File: src/rtl/dmem_rr_arbiter.sv
// Round-robin arbiter sharing one datamemory between the CPU load/store path (port 0)
// and the CNN loader (port 1); registered read return and saturating grant counters.
module dmem_rr_arbiter #(
    parameter int ADDR_W = 10,
    parameter int DATA_W = 32,
    parameter int CNT_W  = 16
) (
    input  logic              clk,
    input  logic              reset,
    input  logic              req0_valid,
    input  logic              req0_write,
    input  logic [ADDR_W-1:0] req0_addr,
    input  logic [DATA_W-1:0] req0_wdata,
    output logic              req0_ready,
    output logic              req0_rvalid,
    output logic [DATA_W-1:0] req0_rdata,
    input  logic              req1_valid,
    input  logic              req1_write,
    input  logic [ADDR_W-1:0] req1_addr,
    input  logic [DATA_W-1:0] req1_wdata,
    output logic              req1_ready,
    output logic              req1_rvalid,
    output logic [DATA_W-1:0] req1_rdata,
    output logic [ADDR_W-1:0] mem_address,
    output logic [DATA_W-1:0] mem_writedata,
    output logic              mem_memread,
    output logic              mem_memwrite,
    input  logic [DATA_W-1:0] mem_readdata,
    output logic [CNT_W-1:0]  grant0_cnt,
    output logic [CNT_W-1:0]  grant1_cnt
);

    localparam logic [CNT_W-1:0] CNT_MAX = '1;

    logic              last_grant;
    logic              grant0;
    logic              grant1;
    logic              rvalid0;
    logic              rvalid1;
    logic [DATA_W-1:0] rdata0;
    logic [DATA_W-1:0] rdata1;

    // On a tie the port that did not win last time goes; last_grant resets to 1 so port 0 wins first.
    always_comb begin
        grant0 = 1'b0;
        grant1 = 1'b0;
        if (!reset) begin
            if (req0_valid && req1_valid) begin
                grant0 = last_grant;
                grant1 = ~last_grant;
            end else begin
                grant0 = req0_valid;
                grant1 = req1_valid;
            end
        end
    end

    assign req0_ready    = grant0;
    assign req1_ready    = grant1;
    assign mem_address   = grant1 ? req1_addr  : req0_addr;
    assign mem_writedata = grant1 ? req1_wdata : req0_wdata;
    assign mem_memwrite  = (grant0 && req0_write)  || (grant1 && req1_write);
    assign mem_memread   = (grant0 && !req0_write) || (grant1 && !req1_write);

    assign req0_rvalid = rvalid0;
    assign req1_rvalid = rvalid1;
    assign req0_rdata  = rdata0;
    assign req1_rdata  = rdata1;

    // rdataN only changes on a read grant to port N, so it holds between reads.
    always_ff @(posedge clk) begin
        if (reset) begin
            last_grant <= 1'b1;
            rvalid0    <= 1'b0;
            rvalid1    <= 1'b0;
            rdata0     <= '0;
            rdata1     <= '0;
            grant0_cnt <= '0;
            grant1_cnt <= '0;
        end else begin
            rvalid0 <= grant0 && !req0_write;
            rvalid1 <= grant1 && !req1_write;
            if (grant0 && !req0_write) begin
                rdata0 <= mem_readdata;
            end
            if (grant1 && !req1_write) begin
                rdata1 <= mem_readdata;
            end
            if (grant0 || grant1) begin
                last_grant <= grant1;
            end
            if (grant0 && grant0_cnt != CNT_MAX) begin
                grant0_cnt <= grant0_cnt + CNT_W'(1);
            end
            if (grant1 && grant1_cnt != CNT_MAX) begin
                grant1_cnt <= grant1_cnt + CNT_W'(1);
            end
        end
    end

endmodule

File: config.mk
export PLATFORM = sky130hd
export DESIGN_NAME = dmem_rr_arbiter
export DESIGN_NICKNAME = d
export VERILOG_FILES = /design/src/rtl/dmem_rr_arbiter.sv
export SDC_FILE = /design/constraint.sdc
export NUM_CORES = 1
export LEC_CHECK = 0
export BUFFER_PORTS_ARGS = -buffer_cell sky130_fd_sc_hd__buf_2
export CAP_MARGIN = 25
export CORE_ASPECT_RATIO = 0.6
export CORE_MARGIN = 8
export CORE_UTILIZATION = 44
export DETAILED_ROUTE_END_ITERATION = 16
export PLACE_DENSITY = 0.86
export RECOVER_POWER = 25
export SYNTH_ARGS = -nofsm -noshare
export SYNTH_HDL_FRONTEND = slang
export SYNTH_SLANG_ARGS = --single-unit
File: constraint.sdc
create_clock -name clk -period 2.7 [get_ports clk]
set_clock_uncertainty 0.2 [all_clocks]
set_input_delay 0.27 -clock clk [delete_from_list [all_inputs] [get_ports clk]]
set_output_delay 0.27 -clock clk [all_outputs]
set_load 0.02 [all_outputs]
==> summary.md <==
| Metric | Value |
|---|---|
| Clock-pin slew on the worst setup and hold paths | `0.07 ns` |
| Worst-skew pair later-pin latency | `0.33 ns` |
| Post-route DRC | `0` |
| Post-synth cell types | `41` |
| Outcome | `finished clean` |
| Core area | `9880 sq um` |
| Largest net degree at the start of global routing | `47` |
| Setup TNS Final | `0 ns` |
| CP Capture Type | `primary output` |
| I/O Pins | `266` |
| Slowest stage delay, CP | `0.41 ns` |
| Wirelength per Cell | `16.4 um` |
| Number of DRC markers in iteration 0 | `373` |
| Critical Path Most Common Cell | `nand2_1` |
| Vias in the first global route | `5079` |
| Placer Congestion | `0.908` |
| CP Data Arrival Time | `1.86 ns` |
| Worst path cell trace | `nand2_1 > nand2_1 > buf_4 > nand2_1 > nand2_1 > buf_2` |
| Num CTS Buffers | `9` |
| CP Buf/Inv Count | `2` |
| Fill count | `902` |
| Fin. Hold Viols | `0` |
| Inserted Diodes | `0` |
| Setup-failing EPs final | `0` |
| CP Launch Type | `flip-flop` |
| Buffers on Ports | `265` |
| TritonRoute pass-1 iters | `5` |
| Worst path required time | `2.23 ns` |
| Area contributors post-synth | `dfxtp_1, nand2_1, a21oi_1` |
| Worst path top cell family by delay | `buffers and inverters` |
| ANT nets after route | `0` |
| PD cells | `508 nW/um^2` |
| GRT Residual Overflow | `0` |
| Htree depth | `3` |
| Worst-path maximum fanout | `46` |
| CP max stage cell | `buf_4` |
| Worst Hold Class | `in2reg` |
| Initial cell density of the core | `45.4%` |
| Synthesized flop and latch total | `99` |
| Non-Filler Instances | `1053` |
| Placed wire-length estimate | `13.1 mm` |
| Row count | `28` |
| Synth Instances | `629` |
| YS warnings | `0` |
| Final nets | `1037` |
| CTS tree | `yes` |
| Leading cell types in the layout, fill and taps excluded | `nand2_1, buf_2, dfxtp_1` |
| Worst slew pin tran | `0.735 ns` |
| P_leak | `2.89 nW` |
| Sequential fraction of the synthesis area | `44.1%` |
| Pre-CTS setup slack | `0.431 ns` |
| Number of max-cap violations | `0` |
| Syn Area/Cell | `7.14 sq um` |
| Relative slew slack | `51.0%` |
| Achievable Freq | `428 MHz` |
| Via Count | `5467` |
| Crit path time final | `2.33 ns` |
| Area leader, netlist | `dfxtp_1` |
| Die area | `13800 sq um` |
| Share of the synthesized area in the top cell type | `44.1%` |
| Setup WS post-layout | `0.365 ns` |
| Placed cells | `1005` |
| CP Class | `reg2out` |
| Max clock buf depth | `2` |
| Period utilization | `86.5%` |
| Drt total wl | `17.3 mm` |
| First-pass GRT wire length | `26.7 mm` |
| Clock Sinks | `99` |
| Die X | `146 um` |
| Share of cells above drive strength 1 | `26.3%` |
| RSZ-0062 raised after global routing | `false` |
| Post-cts resize count | `0` |
| Clk root buf | `clkbuf_16` |
| Via density | `5.19` |
| Syn nets | `753` |
| Slew Viols, Final | `0` |
| Synthesized cell area | `4490 sq um` |
| Layout area overhead | `44.1%` |
| VDD IR-drop max | `0.395 mV` |
| Gr usage total | `23.8%` |
| DIE HEIGHT | `94.2 um` |
| Most common cell after layout, fill and taps aside | `nand2_1` |
| Initial antenna violation count | `0` |
==> final timing paths <==
kind,start,cells past startpoint,end,slack [ns]
worst min register to register,req1_rdata[21],2,req1_rdata[21],0.25
worst max-delay path,last_grant,6,mem_writedata[31],0.37
worst min-delay path,req1_valid,3,last_grant,0.08
worst max register to register,grant1_cnt[2],4,grant1_cnt[7],0.42
==> what timing repair did <==
| item | CTS | global route |
|---|---|---|
| hold buffers | 32 | 0 |
| setup buffers | 0 | 0 |
| endpoints found under the hold margin | 64 | 0 |
==> power breakdown <==
part	switching (W)	internal [W]
Combinational	0.000340	0.000213
Sequential	0.0000239	0.00150
Clock	0.000574	0.000640
Total	0.000938	0.00235
==> cell usage after synthesis <==
library cell	count
or4b_1	1
a22o_1	2
nand2_1	273
o311ai_0	8
o22ai_1	1
nand4_1	10
clkbuf_1	28
nand2b_1	3
nand4_2	1
or4_1	9
o21a_1	1
dfxtp_1	99
a211o_1	1
nor2b_1	7
a21oi_1	79
buf_1	5
and2_1	3
o41ai_1	6
nor4_1	7
ha_1	2
nor3_1	6
o2111ai_1	1
nand3b_1	1
and3_1	1
o21ai_0	7
a2111oi_0	2
nor2_1	8
mux2_2	2
o31ai_1	9
buf_2	6
and4_1	4
nand3_1	9
and3_2	1
a311o_1	1
or3_1	7
a41oi_1	1
a211oi_1	2
o31a_1	1
inv_1	10
a31oi_1	3
nor4_2	1
==> state kept, by name (all words and copies together), names as in the netlist <==
register     flops
grant0_cnt      16
grant1_cnt      16
last_grant       1
req0_rdata      32
req0_rvalid      1
req1_rdata      32
req1_rvalid      1
==> per-stage QoR <==
step                util [%]  hold WS, ns  total power, W  cell area (sq um)
floorplan                  -        0.206         0.00183               4490
global placement        60.2        0.239         0.00207               5940
detailed placement      60.2        0.245         0.00207               5940
CTS                     66.2       0.0596         0.00332               6550
global route            65.5       0.0733         0.00343               6470
finish                  65.5       0.0763         0.00329               6470
==> worst reg2reg max path: stages, from the launching register on <==
cell	delay (ns)
dfxtp_1	0.46
and4_1	0.39
nand4_1	0.41
or4_1	0.60
a21oi_1	0.15
==> area by class of cell <==
cell class | instances | area, sq um | area share (%)
Sequential cell | 99 | 1980 | 30.6
Inverter | 10 | 37.5 | 0.580
Tap cell | 135 | 169 | 2.61
Multi-Input combinational cell | 481 | 2320 | 35.8
Timing Repair Buffer | 312 | 1680 | 26.0
Clock inverter | 7 | 56.3 | 0.870
Clock buffer | 9 | 225 | 3.48
==> kinds of logic (layout without fill, tap and decap cells) <==
family          count (synthesis)  after routing  synth area share (%)
simple gates                  352            352                  33.9
compound gates                125            125                  16.7
flops                          99             99                  44.1
buf+inv                        49            338                  4.26
fa+ha+maj                       2              2                 0.557
mux                             2              2                 0.502
==> metal layers <==
layer | vias up | global-route usage (%) | wire [um]
met4 | 0 | 3.67 | 161
met3 | 17 | 7.60 | 1600
li1 | 2719 | - | -
met1 | 2464 | 28.5 | 6940
met5 | - | 0 | 0
met2 | 267 | 42.1 | 8580
Power figures use the tool's default switching activity.
